[src/rtl/sram_like_arbiter.sv]
// rtl/sram_like_arbiter.sv - shares one SRAM-like memory port between inst and data requesters
// Data has priority; inst is forced through after STARVE_LIMIT consecutive data grants.
module sram_like_arbiter #(
   parameter int STARVE_LIMIT = 4
) (
   input  logic        clk,
   input  logic        rst,
   input  logic        inst_req,
   input  logic        inst_wr,
   input  logic [1:0]  inst_size,
   input  logic [31:0] inst_addr,
   input  logic [31:0] inst_wdata,
   input  logic        inst_uncached,
   output logic [31:0] inst_rdata,
   output logic        inst_addr_ok,
   output logic        inst_data_ok,
   input  logic        data_req,
   input  logic        data_wr,
   input  logic [1:0]  data_size,
   input  logic [31:0] data_addr,
   input  logic [31:0] data_wdata,
   input  logic        data_uncached,
   output logic [31:0] data_rdata,
   output logic        data_addr_ok,
   output logic        data_data_ok,
   output logic        mem_req,
   output logic        mem_wr,
   output logic [1:0]  mem_size,
   output logic [31:0] mem_addr,
   output logic [31:0] mem_wdata,
   output logic        mem_uncached,
   input  logic [31:0] mem_rdata,
   input  logic        mem_addr_ok,
   input  logic        mem_data_ok,
   output logic        busy
);

   localparam logic [3:0] LIMIT = 4'(STARVE_LIMIT);

   typedef enum logic [1:0] {IDLE, ADDR, DATA} state_t;

   state_t     state;
   logic       owner;
   logic [3:0] streak;
   logic       arb_now;
   logic       pick_data;
   logic       pick_inst;
   logic       in_addr;
   logic       in_data;

   always_comb begin
      in_addr   = (state == ADDR);
      in_data   = (state == DATA);
      // Re-arbitrating on the completing cycle avoids an IDLE bubble between transactions.
      arb_now   = (state == IDLE) || (in_data && mem_data_ok);
      pick_data = data_req && !(inst_req && (streak == LIMIT));
      pick_inst = inst_req && !pick_data;
   end

   always_ff @(posedge clk) begin
      if (rst) begin
         state  <= IDLE;
         owner  <= 1'b0;
         streak <= 4'd0;
      end else begin
         case (state)
            ADDR: begin
               if (mem_addr_ok)
                  state <= DATA;
            end
            default: begin
               if (arb_now) begin
                  if (pick_data) begin
                     owner <= 1'b1;
                     state <= ADDR;
                     if (inst_req)
                        streak <= (streak == 4'hf) ? streak : streak + 4'd1;
                     else
                        streak <= 4'd0;
                  end else if (pick_inst) begin
                     owner  <= 1'b0;
                     state  <= ADDR;
                     streak <= 4'd0;
                  end else begin
                     state <= IDLE;
                  end
               end
            end
         endcase
      end
   end

   always_comb begin
      mem_req      = in_addr;
      mem_wr       = in_addr & (owner ? data_wr : inst_wr);
      mem_size     = in_addr ? (owner ? data_size : inst_size) : 2'd0;
      mem_addr     = in_addr ? (owner ? data_addr : inst_addr) : 32'd0;
      mem_wdata    = in_addr ? (owner ? data_wdata : inst_wdata) : 32'd0;
      mem_uncached = in_addr & (owner ? data_uncached : inst_uncached);
      inst_addr_ok = in_addr & ~owner & mem_addr_ok;
      data_addr_ok = in_addr & owner & mem_addr_ok;
      inst_data_ok = in_data & ~owner & mem_data_ok;
      data_data_ok = in_data & owner & mem_data_ok;
      inst_rdata   = mem_rdata;
      data_rdata   = mem_rdata;
      busy         = (state != IDLE);
   end

endmodule

[config.mk]
export PLATFORM = sky130hd
export DESIGN_NAME = sram_like_arbiter
export DESIGN_NICKNAME = d
export VERILOG_FILES = /design/src/rtl/sram_like_arbiter.sv
export SDC_FILE = /design/constraint.sdc
export NUM_CORES = 1
export LEC_CHECK = 0
export ABC_AREA = 1
export ABC_CLOCK_PERIOD_IN_PS = 1300
export BUFFER_PORTS_ARGS = -buffer_cell sky130_fd_sc_hd__buf_2
export CORE_AREA = 3 3 119 121
export CTS_BUF_LIST = sky130_fd_sc_hd__clkbuf_16
export DETAILED_ROUTE_END_ITERATION = 8
export DIE_AREA = 0 0 122 124
export SLEW_MARGIN = 20
export SYNTH_ARGS = -nofsm -noshare
export SYNTH_HDL_FRONTEND = slang
export SYNTH_SLANG_ARGS = --single-unit
[constraint.sdc]
create_clock -name clk -period 1.3 [get_ports clk]
set_input_delay 0 -clock clk [delete_from_list [all_inputs] [get_ports clk]]
set_output_delay 0 -clock clk [all_outputs]
set_load 0.01 [all_outputs]
Word-level counts from Yosys, hierarchy flattened:

Cells that the tools add are included.

* $add $sub $neg: 1
* equality and inequality tests: 6
* muxes and demuxes: 19
* bitwise gates (word level): 12
* reductions and logical operators: 14

Operators with widths (number)
* $mux W32: 4
* $mux W4: 4
* $and A1 B1 Y1: 10
* $mux W2: 5
* $mux W1: 6
* $reduce_bool A2 Y1: 3
* $add A4 B1 Y4 const B: 1
* $eq A4 B3 Y1 const B: 1
* $eq A4 B4 Y1 const B: 1
* $logic_and A1 B1 Y1: 4
* $reduce_and A4 Y1: 1
* $ne A3 B3 Y1 const B: 1
* $reduce_and A3 Y1: 1
* $eq A2 B1 Y1 const B: 1
* $eq A2 B2 Y1 const B: 1
* $logic_not A1 Y1: 2
* $logic_not A2 Y1: 1
* $ne A2 B2 Y1 const B: 1
* $not A1 Y1: 2
* $reduce_and A2 Y1: 1
* $logic_or A1 B1 Y1: 1

* register bits after elaboration: 7
* bits of input ports: 174

Logic depth before layout (Yosys ltp):

Gate-level depths: netlist of the first run.

* depth after elaboration: 10
* mapped depth: 9
* mapped depth without buffers: 9

Worst setup path after synthesis of the first run:

Ideal clock, no wire load.

* path kind: reg2reg
* start: reg streak[0]
* end: reg streak[2]
* setup time: 0.115 ns
* arrival time: 1.087 ns
* slack: 0.098 ns
* stages on the path, launching flop included: 7
* clock period less this slack: 1.202 ns
* cells stage by stage: dfxtp_1 inv_1 ha_1 nand3_1 nand4_2 a21oi_1 nor2_1

* longest elaborated chain between the ends: 8

RTL lines
* from (decl): RTL line 44 `logic [3:0] streak;`
* from (signal assigned): RTL line 77 `streak <= (streak == 4'hf) ? streak : streak + 4'd1;`
* $eq A4 B3 Y1: RTL line 56 `pick_data = data_req && !(inst_req && (streak == LIMIT));`
* $logic_and A1 B1 Y1: RTL line 56
* $logic_not A1 Y1: RTL line 56
* $logic_and A1 B1 Y1: RTL line 56
* $logic_not A1 Y1: RTL line 57 `pick_inst = inst_req && !pick_data;`
* $logic_and A1 B1 Y1: RTL line 57
* $reduce_bool A2 Y1 (no line)
* $reduce_and A4 Y1 (no line)

Several ways; a longest one is shown, not always the timed one. The select of a mux whose other input is x is not followed.
A chain may end at the register's enable or synchronous reset.

Worst setup path after layout of the first run:

* start: reg state[0]
* end: out mem_wdata[24]

* longest elaborated chain between the ends: 2

RTL lines
* from (decl): RTL line 42 `state_t state;`
* from (signal assigned): RTL line 62 `state <= IDLE;`
* from (signal assigned): RTL line 69 `state <= DATA;`
* from (signal assigned): RTL line 75 `state <= ADDR;`
* $eq A2 B1 Y1: RTL line 52 `in_addr = (state == ADDR);`
* $mux W32: RTL line 98 `mem_wdata = in_addr ? (owner ? data_wdata : inst_wdata) : 32'd0;`
* to (decl): RTL line 30 `output logic [31:0] mem_wdata,`

No other way between the ends.

==> run metrics, run 1 <==
Area growth, synth to finish=63.6%; number of diodes=0; Core Rows=42; clock sinks=7; Worst Path Required=1300 ps; final slew viol count=0; RSZ-0062 raised after global routing=true; total power=2430 uW; total number of vias=2980; Final Wtd Congestion=0.740; critical path type=reg2out; Port Buffer Count=215; measured slew at the worst slew-check pin=345 ps; P_leak=0.00195 uW; failing checks=setup timing; CTS Buffer Depth=2; DP Wirelength=6.30 mm; #FFs+latches synth=7; Crit path arrival time=1410 ps; final hold violations=0; max cap viols=0; initial antenna violation count=0; clock latency at the later pin of the worst-skew pair=240 ps; grt ovf=0; Sw Pwr=1030 uW; final setup fails=70; worst min path class=in2out; maximum VDD drop=0.636 mV; dpl cells=674; CORE AREA=13200 um2; CTS root buffer=clkbuf_16; H-tree Lvls=1; residual DRC count=0; die area=15100 um2; I/O Pins=312; outcome=finished, violations left; worst hold margin=0.00466 ps; Layout fillers=1485; via/cell ratio=4.31; clock transition at the registers of the reported paths=40 ps; Hold Crit Depth=0; first-pass GRT wire length=12.3 mm; Switching Share=0.424; Antenna Nets Post-Route=0; CP max FO=18; Tcrit/Tclk final=1.09; sequential power share=0.110; fin crit period=1410 ps; Clk pwr share=0.218; cts bufs inserted=3; Worst Reg-to-Reg Cells=6; pwr dens=725 nW/um2; post-synthesis cell type count=22; post-synthesis sequential area ratio=0.0685; die width=122 um; Synth Area per Inst=5.52 um2; Post-Syn Instances=371; pin count of the biggest net entering global routing=72; internal power component=1400 uW; Area after DPL=2820 um2; most common cell after layout, fill and taps aside=buf_2; fmax=0.708 GHz; Net Count, Synth=547; cell area after synthesis=2050 um2; clock skew=3.90 ps; global-route usage over all layers=0.101; most frequent cells in the layout=buf_2, nand3_1, nand2_1; Slew Limit Headroom=0.770; design area=3350 um2; DRT iter0 DRCs=65; crit path capture type=output pin; post-route insts no fill=691; CP Launch Type=flip-flop; total wire length=9.77 mm; TritonCTS clock tree=built; initial core utilization=0.155; vias in the first global route=2485; Comb pwr share=0.672; share of layout cells above drive strength 1=0.536; Vert. Die Dim=124 um; DR WL/cell=14.1 um; NumNets Final=692; Ys Warns=0; First-pass DRT Iterations=4; final worst setup slack=-113 ps; post-layout util=0.254
==> critical path, stage by stage (launching register included) <==
cell	delay (ps)
dfxtp_2	320
inv_2	60
nor2_4	140
buf_12	180
clkbuf_16	190
nand3_1	70
nand2_1	80
buf_2	120
==> flip-flops by register name, indices dropped and copies added, names as in the netlist <==
register and cells:
owner 1, state 2, streak 4
==> cells in the mapped netlist, drive strengths merged <==
cell	count	area (um2)
a21oi	6	30.0
inv	12	47.6
nand2	87	337
ha	2	25.0
nor2	15	66.3
nand4	3	25.0
xor2	1	8.76
dfxtp	7	140
nand3	142	711
buf	92	628
o21ai	2	21.3
clkbuf	2	7.51
==> area by class of cell <==
class | instances | area, um2 | area share
Clock buffer | 3 | 75.1 | 0.0224
Clock inverter | 1 | 3.75 | 0.00112
Inverter | 12 | 47.5 | 0.0142
Multi-Input combinational cell | 258 | 1340 | 0.400
Sequential cell | 7 | 146 | 0.0437
Tap cell | 176 | 220 | 0.0657
Timing Repair Buffer | 234 | 1520 | 0.452
==> path summary, 6_finish.rpt <==
path | startpoint | end | slack [ps]
min | mem_rdata[11] | inst_rdata[11] | 0.005
min reg2reg | state[0]$_SDFFE_PP0P_ | state[0]$_SDFFE_PP0P_ | 470
max | state[0]$_SDFFE_PP0P_ | mem_wdata[24] | -110
max reg2reg | streak[0]$_SDFFE_PP0P_ | streak[1]$_SDFFE_PP0P_ | 80
==> metal layers <==
metal / up-vias / share of wire / track usage
li1: 1462 / - / -
met1: 1324 / 0.39 / 0.114
met2: 160 / 0.49 / 0.183
met3: 34 / 0.10 / 0.0268
met4: 0 / 0.021 / 0.0343
met5: - / 0 / 0
==> metrics by stage <==
stage                     setup slack (ps)  setup TNS, ps
after global routing                  -158          -9100
final                                 -113          -4890
after global placement               -21.5          -41.5
after CTS                             -133          -6880
after detailed placement             -9.09          -9.25
after floorplan                       98.0              0
==> power groups by stage <==
stage | logic, uW | clock network [uW] | registers, uW
after floorplan | 911 | 0 | 259
after global placement | 1260 | 0 | 267
after detailed placement | 1260 | 0 | 267
after CTS | 1520 | 538 | 264
after global routing | 1780 | 546 | 272
final | 1630 | 528 | 268
==> repair_timing <==
action | in CTS | in global routing
resized for setup | 23 | 27
gates cloned | 5 | 5
setup endpoints to repair | 73 | 75
hold buffers | 1 | 0
pin swaps | 8 | 13
hold endpoints to repair | 3 | 0
setup buffers | 4 | 0
==> kinds of logic (layout without fill, tap and decap cells) <==
kind of cell / Yosys count / in the layout / synth area share
simple gates: 247 / 247 / 0.556
fa+ha+maj: 2 / 2 / 0.0122
flops: 7 / 7 / 0.0685
compound gates: 8 / 8 / 0.0251
xor+xnor: 1 / 1 / 0.00428
buf+inv: 106 / 250 / 0.334
Note: power is estimated with default switching activity, not from simulation.
==> run 2: changes to the inputs <==
--- a/config.mk
+++ b/config.mk
@@ -10,8 +10,11 @@
 export BUFFER_PORTS_ARGS = -buffer_cell sky130_fd_sc_hd__buf_2
 export CORE_AREA = 3 3 119 121
 export CTS_BUF_LIST = sky130_fd_sc_hd__clkbuf_16
+export CTS_CLUSTER_DIAMETER = 60
 export DETAILED_ROUTE_END_ITERATION = 8
 export DIE_AREA = 0 0 122 124
+export MAX_ROUTING_LAYER = met4
+export SKIP_LAST_GASP = 1
 export SLEW_MARGIN = 20
 export SYNTH_ARGS = -nofsm -noshare
 export SYNTH_HDL_FRONTEND = slang
==> run 2 against run 1 <==
Net effect: the run still ends with setup timing left; die area did not move; sequential cell count did not move; sequential power barely moved; via count fell by 1.5%; cell area fell by 3.4%; hold slack barely moved; wire length fell by 3.2%; register-to-register slack barely moved; critical path depth did not move; combinational power fell by 5%; first-iteration DRC count rose by 82%; clock power barely moved; critical path type unchanged; highest routed layer unchanged.
==> run metrics, run 2 (synthesis gave the netlist of run 1 again) <==
Sw Pwr=1000 uW (was 1030 uW); die width=122 um (unchanged); I/O Pins=312 (unchanged); clock latency at the later pin of the worst-skew pair=240 ps (about the same); H-tree Lvls=1 (unchanged); clock transition at the registers of the reported paths=40 ps (about the same); maximum VDD drop=0.632 mV (was 0.636 mV); area of the multi-input gates=1300 um2 (was 1340 um2); CTS root buffer=clkbuf_16 (unchanged); clock skew=4.70 ps (was 3.90 ps); CORE AREA=13200 um2 (unchanged); critical path type=reg2out (unchanged); DP Wirelength=6.30 mm (unchanged); Core Rows=42 (unchanged); pre-CTS setup slack=-9.09 ps (unchanged); measured slew at the worst slew-check pin=344 ps (was 345 ps); first-pass GRT wire length=12.4 mm (was 12.3 mm); CP Launch Type=flip-flop (unchanged); CP max FO=10 (was 18); total power=2350 uW (was 2430 uW); fmax=0.710 GHz (was 0.708 GHz); Area growth, synth to finish=58.0% (was 63.6%); Comb pwr share=0.660 (was 0.672); DRT iter0 DRCs=118 (was 65); Biggest register=streak (unchanged); via/cell ratio=4.26 (was 4.31); P_leak=0.00191 uW (was 0.00195 uW); outcome=finished, violations left (unchanged); Port Buffer Count=215 (unchanged); Tcrit/Tclk final=1.08 (was 1.09); residual DRC count=0 (unchanged); internal power component=1350 uW (was 1400 uW); Layout fillers=1491 (was 1485); Switching Share=0.425 (was 0.424); DR WL/cell=13.7 um (was 14.1 um); Register Area=146 um2 (unchanged); pwr dens=727 nW/um2 (was 725 nW/um2); NumNets Final=690 (was 692); Vert. Die Dim=124 um (unchanged); RSZ-0062 raised after global routing=true (unchanged); most frequent cells in the layout=buf_2, nand3_1, nand2_1 (unchanged); grt ovf=0 (unchanged); final slew viol count=0 (unchanged); max FFs per register=4 (unchanged); Worst Path Required=1300 ps (about the same); max cap viols=0 (unchanged); initial antenna violation count=0 (unchanged); die area=15100 um2 (unchanged); crit path capture type=output pin (unchanged); failing checks=setup timing (unchanged); CTS Buffer Depth=2 (unchanged); reg2reg start=streak[0]$_SDFFE_PP0P_ (unchanged); CP Launch Point=state[0]$_SDFFE_PP0P_ (unchanged); sequential power share=0.114 (was 0.110); Final Wtd Congestion=0.749 (was 0.740); Largest regs=streak x4, state x2, owner x1 (unchanged); most common cell after layout, fill and taps aside=buf_2 (unchanged); Antenna Nets Post-Route=0 (unchanged); clock sinks=7 (unchanged); post-layout util=0.245 (was 0.254); initial core utilization=0.155 (unchanged); final worst setup slack=-109 ps (was -113 ps); Slew Limit Headroom=0.771 (was 0.770); final setup fails=70 (unchanged); final hold violations=0 (unchanged); Crit path arrival time=1410 ps (about the same); cts bufs inserted=3 (unchanged); worst hold margin=0.00465 ps (was 0.00466 ps); TritonCTS clock tree=built (unchanged); worst min path class=in2out (unchanged); vias in the first global route=2477 (was 2485); First-pass DRT Iterations=4 (unchanged); global-route usage over all layers=0.104 (was 0.101); number of diodes=0 (unchanged); share of layout cells above drive strength 1=0.520 (was 0.536); pin count of the biggest net entering global routing=72 (unchanged); hold path startpoint=mem_rdata[11] (unchanged); total wire length=9.46 mm (was 9.77 mm); total number of vias=2934 (was 2980); dpl cells=674 (unchanged); Clk pwr share=0.226 (was 0.218); fin crit period=1410 ps (about the same); post-route insts no fill=689 (was 691)
run 2: cell types whose count changed in the layout (fill, tap and decap cells not counted):
cell / delta
nor2_2: +1
nand3_1: +6
clkbuf_16: -2
nand2_1: +1
buf_4: +1
buf_6: -4
buf_2: +3
nand2_4: -1
nor2_4: -1
nand3_2: -6
run 2: critical path, stage by stage (launching register included):
cell	delay, ps
dfxtp_2	320
inv_2	60
nor2_4	140
buf_12	170
buf_12	140
nand3_1	110
nand2_1	100
buf_2	130
run 2: repair_timing:
item / in CTS / in global routing
setup buffers: 4 / 0
pin swaps: 7 / 9
gates cloned: 5 / 3
setup endpoints to repair: 73 / 75
hold buffers: 1 / 0
hold endpoints to repair: 3 / 0
gates resized for setup: 17 / 19
run 2: metrics by stage:
stage / TNS, ps / cell area (um2)
2_1_floorplan: 0 / 2050
3_3_place_gp: -41.5 / 2820
3_5_place_dp: -9.25 / 2820
4_1_cts: -6950 / 3150
5_1_grt: -8590 / 3230
6_report: -4350 / 3230
run 2: metal layers:
layer	share of wire	vias to the layer above	track usage
met5	0	-	-
met4	0.022	0	0.0343
met3	0.097	35	0.0245
met2	0.49	155	0.183
met1	0.40	1290	0.117
li1	-	1454	-
run 2: layout make-up:
type,count,share of cell area
clock buffer,3,0.0232
timing repair buffer,232,0.446
multi-input combinational,258,0.402
sequential,7,0.0453
inverter,12,0.0147
tap,176,0.0681
clock inverter,1,0.00116
run 2: worst paths after layout:
kind | to | slack (ps) | cells after the start
setup / recovery | mem_wdata[5] | -110 | 7
hold / removal | inst_rdata[11] | 0.005 | 0
setup reg to reg | streak[1]$_SDFFE_PP0P_ | 80 | 6
hold reg to reg | state[0]$_SDFFE_PP0P_ | 470 | 2
run 2: power groups by stage:
stage               sequential (uW)  clock [uW]  combinational [uW]
global placement                267           0                1260
detailed placement              267           0                1260
floorplan                       259           0                 911
finish                          268         531                1550
global route                    272         546                1700
CTS                             264         538                1500
==> run 3: changes to the inputs <==
--- a/config.mk
+++ b/config.mk
@@ -6,7 +6,7 @@
 export NUM_CORES = 1
 export LEC_CHECK = 0
 export ABC_AREA = 1
-export ABC_CLOCK_PERIOD_IN_PS = 1300
+export ABC_CLOCK_PERIOD_IN_PS = 1200
 export BUFFER_PORTS_ARGS = -buffer_cell sky130_fd_sc_hd__buf_2
 export CORE_AREA = 3 3 119 121
 export CTS_BUF_LIST = sky130_fd_sc_hd__clkbuf_16
@@ -14,6 +14,7 @@
 export DETAILED_ROUTE_END_ITERATION = 8
 export DIE_AREA = 0 0 122 124
 export MAX_ROUTING_LAYER = met4
+export REMOVE_ABC_BUFFERS = 1
 export SKIP_LAST_GASP = 1
 export SLEW_MARGIN = 20
 export SYNTH_ARGS = -nofsm -noshare
==> constraint.sdc (replaced) <==
create_clock -name clk -period 1.2 [get_ports clk]
set_input_delay 0 -clock clk [delete_from_list [all_inputs] [get_ports clk]]
set_output_delay 0 -clock clk [all_outputs]
set_load 0.01 [all_outputs]
==> run 3 against run 2 <==
Net effect: count of clock-buffer cells in the layout stayed put; sequential cell count unchanged; combinational power rose by 32%; die area unchanged; the flow still finishes with violations (setup timing); critical endpoint is now mem_addr[3]; global-route usage rose by 3.1 points; highest routed layer unchanged; clock skew shrank 1.6 ps; power is 24% higher.
==> run metrics, run 3 (synthesis gave the netlist of run 1 again) <==
most frequent cells in the layout=buf_2, nand3_1, nand2_1 (unchanged); residual DRC count=0 (unchanged); maximum VDD drop=0.633 mV (was 0.632 mV); critical path endpoint=mem_addr[3] (was mem_wdata[5]); first-pass GRT wire length=15.0 mm (was 12.4 mm); internal power component=1730 uW (was 1350 uW); initial core utilization=0.155 (unchanged); total power=2910 uW (was 2350 uW); cts bufs inserted=3 (unchanged); failing checks=setup timing (unchanged); final hold violations=0 (unchanged); die width=122 um (unchanged); RSZ-0062 raised after global routing=true (unchanged); reg-to-reg endpoint=streak[2]$_SDFFE_PP0P_ (was streak[1]$_SDFFE_PP0P_); max FFs per register=4 (unchanged); Port Buffer Count=215 (unchanged); pin count of the biggest net entering global routing=46 (was 72); initial antenna violation count=0 (unchanged); final worst setup slack=-234 ps (was -109 ps); reg2reg start=streak[0]$_SDFFE_PP0P_ (unchanged); global route hottest layer=met2 (unchanged); total number of vias=3121 (was 2934); grt ovf=0 (unchanged); CTS Buffer Depth=2 (unchanged); Slew Limit Headroom=0.859 (was 0.771); max cap viols=0 (unchanged); fmax=0.697 GHz; most common cell after layout, fill and taps aside=buf_2 (unchanged); reg-to-reg slack, setup=0 ps (was 80 ps); Biggest register=streak (unchanged); sequential power share=0.103 (was 0.114); Vert. Die Dim=124 um (unchanged); M3 GR Usage=0.109 (was 0.0245); Switching Share=0.404 (was 0.425); clock sinks=7 (unchanged); met1 Use GR=0.159 (was 0.117); worst hold margin=0.131 ps (was 0.00465 ps); worst min path class=in2out (unchanged); Worst Reg-to-Reg Cells=6 (unchanged); total wire length=12.0 mm (was 9.46 mm); clock skew=3.08 ps (was 4.70 ps); Area growth, synth to finish=84.1% (was 58.0%); final slew viol count=0 (unchanged); CP max FO=9 (was 10); crit path capture type=output pin (unchanged); CTS root buffer=clkbuf_16 (unchanged); First-pass DRT Iterations=4 (unchanged); I/O Pins=312 (unchanged); pwr dens=772 nW/um2 (was 727 nW/um2); GR Util met2=0.185 (was 0.183); clock transition at the registers of the reported paths=40 ps (about the same); critical path type=reg2out (unchanged); measured slew at the worst slew-check pin=212 ps (was 344 ps); CP Launch Point=state[0]$_SDFFE_PP0P_ (unchanged); fin crit period=1430 ps; Largest regs=streak x4, state x2, owner x1 (unchanged); Worst Path Required=1200 ps (was 1300 ps); H-tree Lvls=1 (unchanged); DRT iter0 DRCs=98 (was 118); Crit path arrival time=1430 ps (was 1410 ps); outcome=finished, violations left (unchanged); DP Wirelength=8.66 mm (was 6.30 mm); CORE AREA=13200 um2 (unchanged); share of layout cells above drive strength 1=0.603 (was 0.520); TritonCTS clock tree=built (unchanged); CP Launch Type=flip-flop (unchanged); pre-CTS setup slack=-86.4 ps (was -9.09 ps); Sw Pwr=1180 uW (was 1000 uW); Comb pwr share=0.700 (was 0.660); NumNets Final=718 (was 690); Core Rows=42 (unchanged); P_leak=0.00214 uW (was 0.00191 uW); number of diodes=0 (unchanged); die area=15100 um2 (unchanged); Clk pwr share=0.197 (was 0.226); Tcrit/Tclk final=1.20; DR WL/cell=16.7 um (was 13.7 um); Antenna Nets Post-Route=0 (unchanged); Final Wtd Congestion=0.784 (was 0.749); global-route usage over all layers=0.135 (was 0.104); vias in the first global route=2591 (was 2477); final setup fails=72 (was 70); via/cell ratio=4.35 (was 4.26); clock latency at the later pin of the worst-skew pair=230 ps (was 240 ps)
run 3: cell count changes in the layout (fill, tap and decap cells not counted), sizes merged:
cell / previous run / this run
buf: 228 / 254
clkbuf: 6 / 8
run 3: worst max-delay path: stages (launching register included):
cell     delay, ps
dfxtp_2        320
inv_2           50
nor2_4         140
buf_12         140
buf_12         130
buf_12         120
nand3_1         70
nand2_1         90
buf_2          130
run 3: power groups by stage:
stage               Combinational (uW)  Sequential (uW)  Clock (uW)
floorplan                          637              326           0
global placement                  1490              291           0
detailed placement                1490              292           0
CTS                               1820              293         575
global route                      2220              305         594
finish                            2040              300         572
run 3: area by class of cell:
| cell class | instances | area, um2 |
|---|---|---|
| fillers | 1435 | 9420 |
| repair buffers | 260 | 1800 |
| multi-input cells | 258 | 1470 |
| well taps | 176 | 220 |
| flip-flops and latches | 7 | 153 |
| clock buffers | 3 | 75.1 |
| inverters | 12 | 47.5 |
| clock inverters | 1 | 3.75 |
run 3: how the worst min path moves through the flow:
stage,start,endpoint,slack (ps),cells past startpoint
global placement,mem_rdata[5],data_rdata[5],0.2,0
finish,mem_rdata[6],inst_rdata[6],0.1,0
detailed placement,mem_rdata[5],data_rdata[5],0.2,0
floorplan,mem_rdata[0],data_rdata[0],0,0
CTS,mem_rdata[5],data_rdata[5],0.2,0
global route,mem_rdata[8],data_rdata[8],0.1,0
run 3: stage by stage:
stage | instances | utilization | instance area, um2 | setup TNS (ps)
2_1_floorplan | 277 | - | 1410 | -100710
3_3_place_gp | 688 | 0.225 | 2970 | -132
3_5_place_dp | 688 | 0.225 | 2970 | -290
4_1_cts | 707 | 0.258 | 3410 | -11660
5_1_grt | 717 | 0.286 | 3770 | -16950
6_report | 717 | 0.286 | 3770 | -10920
run 3: per-layer routing:
metal | vias up | part of all wire
met4 | 0 | 0.0021
met5 | - | 0
met1 | 1374 | 0.39
met3 | 3 | 0.19
met2 | 234 | 0.42
li1 | 1510 | -
run 3: timing repair:
| action | CTS | global route |
|---|---|---|
| setup endpoints to repair | 76 | 76 |
| hold buffers | 1 | 0 |
| hold endpoints to repair | 3 | 0 |
| cloned | 4 | 6 |
| resized for setup | 31 | 45 |
| buffers inserted | 12 | 5 |
| pin swaps | 16 | 34 |
